### config.mk
export PLATFORM = sky130hd
export DESIGN_NAME = custom_unsort
export DESIGN_NICKNAME = d
export VERILOG_FILES = /design/src/rtl/custom_sort_pkg.sv /design/src/rtl/custom_unsort_buf.sv /design/src/rtl/custom_unsort.sv
export SDC_FILE = /design/constraint.sdc
export NUM_CORES = 1
export LEC_CHECK = 0
export CELL_PAD_IN_SITES_DETAIL_PLACEMENT = 0
export CELL_PAD_IN_SITES_GLOBAL_PLACEMENT = 1
export CORE_MARGIN = 10
export CORE_UTILIZATION = 51
export CTS_BUF_LIST = sky130_fd_sc_hd__clkbuf_4 sky130_fd_sc_hd__clkbuf_8
export DETAILED_ROUTE_END_ITERATION = 16
export PLACE_DENSITY = 0.89
export SKIP_CTS_REPAIR_TIMING = 1
export SLEW_MARGIN = 20
export SYNTH_ARGS = -nofsm -noshare
export SYNTH_HDL_FRONTEND = slang
export SYNTH_SLANG_ARGS = --single-unit
### constraint.sdc
create_clock -name clk -period 3.62 [get_ports clk]
set_input_delay 1.086 -clock clk [delete_from_list [all_inputs] [get_ports clk]]
set_output_delay 1.086 -clock clk [all_outputs]
set_load 0.02 [all_outputs]
### src/rtl/custom_sort_pkg.sv
// Shared types for the sort/unsort datapath: FSM states, index width, frame beat.
// Consumed by custom_unsort (optional build macro: CUSTOM_UNSORT_ORDER_CHECK_EN).
package custom_sort_pkg;

    typedef enum logic [0:0] {
        ST_FILL  = 1'b0,
        ST_DRAIN = 1'b1
    } state_e;

    function automatic int idx_width(input int n);
        return (n <= 2) ? 1 : $clog2(n);
    endfunction

    localparam int WIDTH    = 8;
    localparam int DEF_N    = 6;
    localparam int DEF_IDXW = idx_width(DEF_N);

    typedef struct packed {
        logic [WIDTH-1:0]    data;
        logic [DEF_IDXW-1:0] idx;
    } beat_t;

endpackage

### src/rtl/custom_unsort_buf.sv
// Scatter buffer: N slots plus occupancy, write-once per frame, zero-fill reads.
// Writes to occupied or out-of-range slots report a miss and are ignored.
module custom_unsort_buf
    import custom_sort_pkg::*;
#(
    parameter int N     = 6,
    parameter int WIDTH = 8,
    parameter int IDXW  = 3
) (
    input  logic             clk,
    input  logic             rst_n,
    input  logic             clr_i,
    input  logic             wr_en_i,
    input  logic [IDXW-1:0]  wr_idx_i,
    input  logic [WIDTH-1:0] wr_data_i,
    output logic             wr_hit_o,
    input  logic [IDXW-1:0]  rd_idx_i,
    output logic [WIDTH-1:0] rd_data_o
);

    logic [WIDTH-1:0] mem_q [N];
    logic [N-1:0]     occ_q;

    // Index values >= N match no slot, so they miss naturally.
    always_comb begin
        wr_hit_o = 1'b0;
        for (int i = 0; i < N; i++) begin
            if (wr_idx_i == IDXW'(i)) begin
                wr_hit_o = !occ_q[i];
            end
        end
    end

    always_comb begin
        rd_data_o = '0;
        for (int i = 0; i < N; i++) begin
            if (rd_idx_i == IDXW'(i) && occ_q[i]) begin
                rd_data_o = mem_q[i];
            end
        end
    end

    always_ff @(posedge clk) begin
        if (!rst_n || clr_i) begin
            occ_q <= '0;
        end else if (wr_en_i && wr_hit_o) begin
            for (int i = 0; i < N; i++) begin
                if (wr_idx_i == IDXW'(i)) begin
                    mem_q[i] <= wr_data_i;
                    occ_q[i] <= 1'b1;
                end
            end
        end
    end

endmodule

### src/rtl/custom_unsort.sv
// Streaming un-sorter: scatters a sorted frame by original index, drains in order.
// Build macro CUSTOM_UNSORT_ORDER_CHECK_EN adds the order_err input-order monitor.
module custom_unsort
    import custom_sort_pkg::*;
#(
    parameter  int N     = 6,
    parameter  int WIDTH = 8,
    localparam int IDXW  = idx_width(N)
) (
    input  logic             clk,
    input  logic             rst_n,
    input  logic             in_valid,
    output logic             in_ready,
    input  logic [WIDTH-1:0] in_data,
    input  logic [IDXW-1:0]  in_idx,
    output logic             out_valid,
    input  logic             out_ready,
    output logic [WIDTH-1:0] out_data,
    output logic [IDXW-1:0]  out_idx,
    output logic             out_last,
`ifdef CUSTOM_UNSORT_ORDER_CHECK_EN
    output logic             order_err,
`endif
    output logic             dup_err
);

    localparam int CW = IDXW + 1;

    state_e           state_q;
    logic [CW-1:0]    in_cnt_q;
    logic [CW-1:0]    rd_ptr_q;
    logic             dup_err_q;
    logic             drain;
    logic             in_hs;
    logic             out_hs;
    logic             last;
    logic             wr_hit;
    logic [WIDTH-1:0] rd_data;

    assign drain  = (state_q == ST_DRAIN);
    assign last   = drain && (rd_ptr_q == CW'(N - 1));
    assign in_hs  = in_valid && !drain;
    assign out_hs = drain && out_ready;

    assign in_ready  = !drain;
    assign out_valid = drain;
    assign out_idx   = drain ? rd_ptr_q[IDXW-1:0] : '0;
    assign out_data  = drain ? rd_data : '0;
    assign out_last  = last;
    assign dup_err   = dup_err_q;

    custom_unsort_buf #(
        .N     (N),
        .WIDTH (WIDTH),
        .IDXW  (IDXW)
    ) u_buf (
        .clk       (clk),
        .rst_n     (rst_n),
        .clr_i     (out_hs && last),
        .wr_en_i   (in_hs),
        .wr_idx_i  (in_idx),
        .wr_data_i (in_data),
        .wr_hit_o  (wr_hit),
        .rd_idx_i  (rd_ptr_q[IDXW-1:0]),
        .rd_data_o (rd_data)
    );

    always_ff @(posedge clk) begin
        if (!rst_n) begin
            state_q   <= ST_FILL;
            in_cnt_q  <= '0;
            rd_ptr_q  <= '0;
            dup_err_q <= 1'b0;
        end else begin
            unique case (state_q)
                ST_FILL: begin
                    if (in_hs) begin
                        if (!wr_hit) begin
                            dup_err_q <= 1'b1;
                        end
                        if (in_cnt_q == CW'(N - 1)) begin
                            in_cnt_q <= '0;
                            state_q  <= ST_DRAIN;
                        end else begin
                            in_cnt_q <= in_cnt_q + 1'b1;
                        end
                    end
                end
                ST_DRAIN: begin
                    if (out_hs) begin
                        if (last) begin
                            state_q   <= ST_FILL;
                            rd_ptr_q  <= '0;
                            dup_err_q <= 1'b0;
                        end else begin
                            rd_ptr_q <= rd_ptr_q + 1'b1;
                        end
                    end
                end
                default: state_q <= ST_FILL;
            endcase
        end
    end

`ifdef CUSTOM_UNSORT_ORDER_CHECK_EN
    logic [WIDTH-1:0] prev_q;
    logic             order_err_q;

    assign order_err = order_err_q;

    // The first beat of a frame has no predecessor to compare with.
    always_ff @(posedge clk) begin
        if (!rst_n) begin
            prev_q      <= '0;
            order_err_q <= 1'b0;
        end else if (in_hs) begin
            prev_q <= in_data;
            if (in_cnt_q != '0 && in_data < prev_q) begin
                order_err_q <= 1'b1;
            end
        end else if (out_hs && last) begin
            order_err_q <= 1'b0;
        end
    end
`endif

endmodule

## Word level (Yosys, flattened, before mapping)

Memories as Yosys holds them, arrays and structs flattened.
Cells that the tools add are included.

| word-level totals | value |
|---|---|
| output and inout port bits | 15 |
| bits in writable memories | 48 |
| register bits after elaboration | 16 |
| memories | 1 |
| bits of input ports | 15 |
| logic and storage cells | 131 |

Memory list:

| memory | words | width | read ports | clocked after Yosys merged registers in | write ports | line | text |
|---|---|---|---|---|---|---|---|
| u_buf.mem_q | 6 | 8 | 6 | 0 | 1 | custom_unsort_buf.sv:21 | `logic [WIDTH-1:0] mem_q [N];` |

| cells by class | value |
|---|---|
| bitwise operators | 1 |
| $add $sub $neg | 2 |
| reduce and logical (&&, ||, !) cells | 36 |
| mux-type cells | 65 |
| equal/unequal tests | 16 |

Operator list:

| kind | number |
|---|---|
| 8-bit 2-to-1 mux | 12 |
| 1-bit 2-to-1 mux | 43 |
| 8-bit OR reduction | 5 |
| 3-bit 2-to-1 mux | 6 |
| 2-bit AND reduction | 8 |
| 3-bit by 2-bit equality test with 1-bit output, second input constant | 4 |
| 3-bit equality test, second input constant | 4 |
| 1-bit logical AND | 11 |
| 4-bit by 1-bit adder with 4-bit output, second input constant | 2 |
| 4-bit by 3-bit equality test with 1-bit output, second input constant | 2 |
| 1-bit logical NOT | 8 |
| 4-bit 2-to-1 mux | 2 |
| 3-bit by 1-bit equality test with 1-bit output, second input constant | 2 |
| 3-bit logical NOT | 2 |
| 2-bit by 1-bit != test with 1-bit output, second input constant | 3 |
| 1-bit one-hot mux with 2 select lines | 2 |
| 4-bit AND reduction | 1 |
| 2-bit != test, second input constant | 1 |
| 1-bit logical OR | 1 |
| 1-bit inverter | 1 |

## Logic depth before layout (Yosys ltp)

Gate-level depths: netlist of run 1.

| depth | value |
|---|---|
| word-level depth | 17 |
| depth in mapped cells | 7 |
| depth with buffers taken out | 6 |

## Cells and area by module

Synthesis of run 1 repeated with hierarchy kept, for this count alone.

| unflattened totals | value |
|---|---|
| cells, all modules | 239 |
| area total of the unflattened synthesis | 2904.0 um^2 |

Modules (own cells, without submodules):

| module | seq. area each (um^2) | times used | cells an instance | area each (um^2) |
|---|---|---|---|---|
| custom_unsort_buf | 1561.5 | 1 | 171 | 2329.7 |
| custom_unsort | 200.2 | 1 | 68 | 574.3 |

## Worst setup path after synthesis of run 1

No wires, ideal clock.

| timing path | value |
|---|---|
| kind | register -> output |
| start point | register rd_ptr_q[1] |
| end point | output out_data[0] |
| buffers on the path | 1 |
| data required time | 2.534 ns |
| cell stages (with the launch flop) | 8 |
| path slack | 0.924 ns |
| arrival | 1.610 ns |
| path through | dfxtp_1 -> inv_1 -> ha_1 -> buf_2 -> a21boi_0 -> a221o_1 -> o211ai_1 -> a31oi_1 |

| between the ends | value |
|---|---|
| cells in the longest elaborated chain, start to end | 9 |
| elaborated cells between the ends (all ways) | 19 |
| classes of those cells | 5 x eq/ne; 7 x mux; 7 x reduce/logical |

RTL lines:

| item | line | text |
|---|---|---|
| start: declaration | custom_unsort.sv:31 | `logic [CW-1:0] rd_ptr_q;` |
| start signal: assignment | custom_unsort.sv:96 | `rd_ptr_q <= rd_ptr_q + 1'b1;` |
| 3-bit logical NOT | custom_unsort_buf.sv:37 | `if (rd_idx_i == IDXW'(i) && occ_q[i]) begin` |
| 1-bit logical AND | custom_unsort_buf.sv:37 |  |
| 8-bit 2-to-1 mux (5 in series) | custom_unsort_buf.sv:37 |  |
| 8-bit 2-to-1 mux (*) | custom_unsort_buf.sv:37 |  |
| 8-bit 2-to-1 mux (*) | custom_unsort.sv:48 | `assign out_data = drain ? rd_data : '0;` |
| end: declaration | custom_unsort.sv:18 | `output logic [WIDTH-1:0] out_data,` |

Every way passes the cells marked *; elsewhere a longest branch is shown, timed or not.

## Worst setup path in the final report of run 1

| timing path | value |
|---|---|
| start point | register rd_ptr_q[1] |
| end point | output out_data[3] |

Same word-level chain as after synthesis.

==> results of run 1 <==
[per-layer routing]
layer / wire, um / global-route usage (%) / part of all wire (%)
met5: 0 / 0 / 0
met4: 157 / 9.24 / 2.5
met3: 375 / 4.00 / 6.0
met2: 3020 / 24.2 / 49
met1: 2670 / 17.8 / 43
[cells in the final DEF, fill, tap and decap left out, drive strengths merged, types with 2 or more instances in the layout]
| cell type | count |
|---|---|
| and3 | 4 |
| and4bb | 2 |
| and3b | 5 |
| clkinv | 3 |
| a21o | 3 |
| nor3 | 3 |
| nand4 | 2 |
| dlymetal6s2s | 8 |
| a21oi | 6 |
| nor4 | 2 |
| a21boi | 9 |
| a32o | 3 |
| nand2 | 14 |
| nand3b | 3 |
| ha | 5 |
| and2 | 6 |
| clkbuf | 12 |
| edfxtp | 48 |
| nor2 | 6 |
| xnor2 | 3 |
| a31oi | 9 |
| buf | 7 |
| nand2b | 2 |
| nor2b | 5 |
| o211ai | 8 |
| clkdlybuf4s50 | 21 |
| o21ai | 3 |
| inv | 8 |
| nand3 | 4 |
| o221ai | 8 |
| a221o | 8 |
| dfxtp | 16 |
[Yosys cell counts, types with 2 or more instances]
library cell and instances:
edfxtp_1 48, dfxtp_1 16, nand2_1 14, a21boi_0 9, a31oi_1 9, a221o_1 8, inv_1 8, o211ai_1 8
o221ai_1 8, nor2_1 6, a21oi_1 5, and2_1 5, and3b_1 5, ha_1 5, nor2b_1 5, and3_1 4
nand3_1 4, a21o_1 3, a32o_1 3, buf_2 3, buf_4 3, clkbuf_1 3, nand3b_1 3, nor3_1 3
o21ai_0 3, xnor2_1 3, and4bb_2 2, buf_6 2, nand2b_1 2, nand4_1 2, nor4_1 2
[registers in the layout (all words and copies together) (netlist names)]
register	count
rd_ptr_q	4
u_buf.mem_q	48
u_buf.occ_q	6
out_valid	1
dup_err	1
in_cnt_q	4
[critical path: stages, from the launching register on]
cell            delay, ps
dfxtp_1               400
inv_1                 120
ha_2                  240
and3b_2               300
a221o_1               360
o211ai_1               90
a31oi_1               130
dlymetal6s2s_1        250
[power by group through the flow]
| stage | Sequential [uW] | Combinational, uW | Clock, uW |
|---|---|---|---|
| detailed placement | 822 | 66.9 | 0 |
| global route | 808 | 74.1 | 635 |
| floorplan | 822 | 32.7 | 0 |
| finish | 807 | 67.5 | 590 |
| global placement | 822 | 65.8 | 0 |
| CTS | 807 | 67.8 | 600 |
[cells by family after synthesis]
family | synth area share (%)
DFF | 63.1
AOI/OAI and AO/OA | 17.2
and+or+nand+nor | 12.7
buffers and inverters | 3.76
adders and majority gates | 2.24
xor gates and xnor gates | 0.941
[stage by stage]
| step | instances | setup TNS (ps) | setup WS [ps] | hold WS (ps) | power (uW) |
|---|---|---|---|---|---|
| 3_3_place_gp | 307 | 0 | 231 | 461 | 888 |
| 4_1_cts | 323 | -1270 | -206 | 487 | 1470 |
| 2_1_floorplan | 213 | 0 | 924 | 464 | 854 |
| 5_1_grt | 323 | 0 | 159 | 530 | 1520 |
| 6_report | 323 | 0 | 310 | 477 | 1460 |
| 3_5_place_dp | 307 | 0 | 155 | 467 | 889 |
[worst min-delay path by stage]
stage / startpoint / end / cells past startpoint
after floorplan: u_buf.occ_q[0]$_SDFFE_PP0P_ / u_buf.occ_q[0]$_SDFFE_PP0P_ / 1
after global placement: dup_err$_SDFFE_PN0P_ / dup_err$_SDFFE_PN0P_ / 2
after detailed placement: dup_err$_SDFFE_PN0P_ / dup_err$_SDFFE_PN0P_ / 2
after CTS: dup_err$_SDFFE_PN0P_ / dup_err$_SDFFE_PN0P_ / 2
after global routing: dup_err$_SDFFE_PN0P_ / dup_err$_SDFFE_PN0P_ / 2
final: dup_err$_SDFFE_PN0P_ / dup_err$_SDFFE_PN0P_ / 2
[layout make-up]
type	instances	share of cell area, %
well taps	70	2.60
flip-flops and latches	64	52.3
inverters	8	0.891
clock buffers	12	4.34
multi-input cells	129	27.8
repair buffers	36	10.8
clock inverters	4	1.34
==> impl_metrics.ini, run 1 <==
[run_status]
status = complete, no violations

[global_route]
track_usage_pct = 15.1
overflow = 0
grt_pass1_wl_um = 10100
grt_pass1_vias = 1969
grt_max_degree = 18
grt_antenna_before_repair = 0

[floorplanning]
initial_utilization_pct = 53.6
rows = 26
dieArea_mm2 = 0.00883
io-pin-count = 30
fp.dieW_um = 94.0
coreArea_mm2 = 0.00520
die_h_um = 94.0

[power]
p_sw_uw = 295
power_frac_seq_pct = 55.1
peakVddDrop_mv = 0.242
p_comb_share_pct = 4.6
p_int_uw = 1170
p_leak_uw = 0.00125
p_clk_share_pct = 40.3
swShare_pct = 20.2
powerDensity_mw_per_mm2 = 435

[min_path]
hold_path_class = register to register

[cts]
clk_transition_reported_paths_ps = 60
cts.sinks = 64
root_buffer = clkbuf_8
cts_tree = built
numCtsBuffers = 9
clk_path_buf_depth = 2
ctsHtreeMaxLevel = 3
clk_latency_ps = 330

[critical_path]
rr_endpoint = u_buf.mem_q[3][5]$_DFFE_PP_
rrSetupSlack_ps = 1370
crit_fanout = 9
cp.required_ps = 2530
end_kind = primary output
startpoint = rd_ptr_q[1]$_SDFFE_PN0P_
crit_end = out_data[3]
r2r_cells = 3
r2r-start = out_valid$_SDFF_PN0_
crit_type = register to primary output
critPathArrivalTime_ps = 2220
cp-start-kind = register

[sta]
worst_pin_slew_ps = 646
finalSetupViolCount = 0
timing.final.crit_share_pct = 91.4
final_max_slew_viol_count = 0
slew_headroom_pct = 56.9
hold_violations = 0
finClkSkew_ps = 2.19
max_freq_mhz = 302
rsz0062_at_grt = no
min_period_ps = 3310

[layout]
final_nets = 268
fin_util_pct = 64.7
multi_input_area_um2 = 936
ff_latch_area_mm2 = 0.00176
num-fill-cells = 413
area_growth_pct = 20.7
postLayoutCellArea_mm2 = 0.00337
drive_gt1_share_pct = 13.4
num_antenna_cells = 0

[logic_synthesis]
syn_area_per_cell_um2 = 13.1
synth_cell_type_count = 40
synth_nets = 233
synth_seq_area_share_pct = 63.1
syn_inst = 213
synth_ff_type = edfxtp_1
synth_area_leaders = edfxtp_1 52%, dfxtp_1 11%, a221o_1 2.9%
yosys_warnings = 0
async_flop_share_pct = 0
synth_edf_count = 48
netlist.area_leader.share_pct = 51.6
netlist.top_cell.by_area = edfxtp_1
syn_area_mm2 = 0.00279
synth-seq-cells = 64

[placement]
placed_area_mm2 = 0.00315
place.gp.congestion = 0.785
io_buffers = 29
dp_hpwl_um = 4240

[route]
wire_per_inst_um = 19.3
route.detailed.drc = 0
wirelength_um = 6220
ant_nets = 0
drt_iter0_drc = 146
dr.pass1.iters = 4
routed_via_density = 5.83
vias = 1883

[run]
maxCapViolCount = 0
Note: power is estimated with default switching activity, not from simulation.
==> run 2, diff against run 1 <==
--- a/config.mk
+++ b/config.mk
@@ -10,6 +10,7 @@
 export CORE_MARGIN = 10
 export CORE_UTILIZATION = 51
 export CTS_BUF_LIST = sky130_fd_sc_hd__clkbuf_4 sky130_fd_sc_hd__clkbuf_8
+export CTS_CLUSTER_SIZE = 40
 export DETAILED_ROUTE_END_ITERATION = 16
 export PLACE_DENSITY = 0.89
 export SKIP_CTS_REPAIR_TIMING = 1
==> constraint.sdc (replaced) <==
create_clock -name clk -period 4.2 [get_ports clk]
set_input_delay 1.26 -clock clk [delete_from_list [all_inputs] [get_ports clk]]
set_output_delay 1.26 -clock clk [all_outputs]
set_load 0.02 [all_outputs]
==> run 2 against run 1 <==
Net effect:
- wire length is essentially flat
- non-clock buffer count fell by 5
- combinational power down 16%
- count of clock-buffer cells in the layout shrank 1
- critical path type unchanged
- critical path depth did not move
- power down 10%
- final area decreased by 1.1%
==> impl_metrics.ini, run 2 (synthesis results as in run 1) <==
[global_route]
grt_antenna_before_repair = 0
overflow = 0
grt_max_degree = 18
grt_pass1_wl_um = 10200
track_usage_pct = 15.1
grt_pass1_vias = 1913

[cts]
numCtsBuffers = 9
cts_tree = built
ctsHtreeMaxLevel = 3
clk_transition_reported_paths_ps = 70
clk_latency_ps = 340
root_buffer = clkbuf_8
cts.sinks = 64
clk_path_buf_depth = 2

[sta]
finalSetupViolCount = 0
finClkSkew_ps = 7.90
hold_ws_ps = 478
timing.final.crit_share_pct = 94.0
hold_violations = 0
slew_headroom_pct = 61.0
final_max_slew_viol_count = 0
rsz0062_at_grt = no
max_freq_mhz = 253
worst_pin_slew_ps = 583
min_period_ps = 3950
final.setup.tns_ps = 0

[layout]
area_growth_pct = 19.4
layout_common_cells = 48 x edfxtp_1, 29 x clkdlybuf4s50_1, 16 x dfxtp_1
drive_gt1_share_pct = 10.1
top_register = u_buf.mem_q
fin_util_pct = 64.0
final_common_cell = edfxtp_1
final_nets = 263
num_antenna_cells = 0
num-fill-cells = 407
largest_registers = u_buf.mem_q (48), u_buf.occ_q (6)
largest_reg_flops = 48
fin_cells = 318

[critical_path]
slowest_delay_ps = 640
rrSetupSlack_ps = 2050
path_cells = inv_1, ha_2, and3b_1, a221o_1, o211ai_1, a31oi_1, clkdlybuf4s50_1
end_kind = primary output
cp-start-kind = register
critPathBufInv = 2
crit_type = register to primary output
critPathArrivalTime_ps = 2690
cp.required_ps = 2940
cp_top_family = buffers and inverters
crit_fanout = 13
crit_slowest_cell = clkdlybuf4s50_1

[route]
wire_per_inst_um = 19.6
ant_nets = 0
wirelength_um = 6220
route.detailed.drc = 0
drt_iter0_drc = 213
vias = 1856
routed_via_density = 5.84
dr.pass1.iters = 4

[run_status]
status = complete, no violations

[placement]
dp_hpwl_um = 4270
place.gp.congestion = 0.770
dpl.cell_count = 302
io_buffers = 29

[power]
p_leak_uw = 0.00108
powerDensity_mw_per_mm2 = 395
peakVddDrop_mv = 0.251

[run]
maxCapViolCount = 0

[floorplanning]
coreArea_mm2 = 0.00520
fp.dieW_um = 94.0
io-pin-count = 30
initial_utilization_pct = 53.6
die_h_um = 94.0
rows = 26
dieArea_mm2 = 0.00883

[min_path]
hold_path_class = register to register
## run 2: changes by cell type in the layout (fill, tap and decap cells not counted), moves of 3 or more
cell and change:
dlymetal6s2s_1 -8, clkdlybuf4s50_1 +8, clkinv_2 -3, clkinv_1 +3, buf_4 -5
## run 2: cell type report
type,instances,area [um2],area share [%]
Sequential cell,64,1760,52.9
Multi-Input combinational cell,129,938,28.2
Timing Repair Buffer,31,305,9.16
Clock buffer,11,139,4.17
Tap cell,70,87.6,2.63
Clock inverter,5,71.3,2.14
Inverter,8,30.0,0.901
## run 2: stage by stage
step / setup slack (ps) / total power [uW] / instance area [um2]
2_1_floorplan: 1330 / 736 / 2790
3_3_place_gp: 504 / 764 / 3120
3_5_place_dp: 455 / 766 / 3120
4_1_cts: 33.1 / 1330 / 3330
5_1_grt: 64.2 / 1360 / 3330
6_report: 254 / 1320 / 3330
## run 2: power by group
part           internal [uW]  leakage (uW)  switching, uW  total (uW)
registers                689      0.000563           6.69         696
clock network            342      0.000107            224         565
logic                   26.4      0.000409           30.4        56.8
## run 2: worst register-to-register path: cells and delay by family (launching register included)
kind,cells,cell delay [ps]
AOI/OAI and AO/OA,1,370
DFF,1,500
and+or+nand+nor,2,930
## run 2: layer usage
metal / up-vias / GRT usage, % / wire [um]
met5: - / 0 / 0
met4: 0 / 7.97 / 72
met3: 12 / 3.36 / 447
met2: 53 / 24.5 / 3120
met1: 894 / 18.3 / 2580
li1: 897 / - / -
## run 2: path summary, 6_finish.rpt
check | from | end | cells past startpoint
max reg2reg | out_valid$_SDFF_PN0_ | u_buf.mem_q[2][7]$_DFFE_PP_ | 3
min reg2reg | dup_err$_SDFFE_PN0P_ | dup_err$_SDFFE_PN0P_ | 2
max | rd_ptr_q[1]$_SDFFE_PN0P_ | out_data[0] | 7
min | dup_err$_SDFFE_PN0P_ | dup_err$_SDFFE_PN0P_ | 2
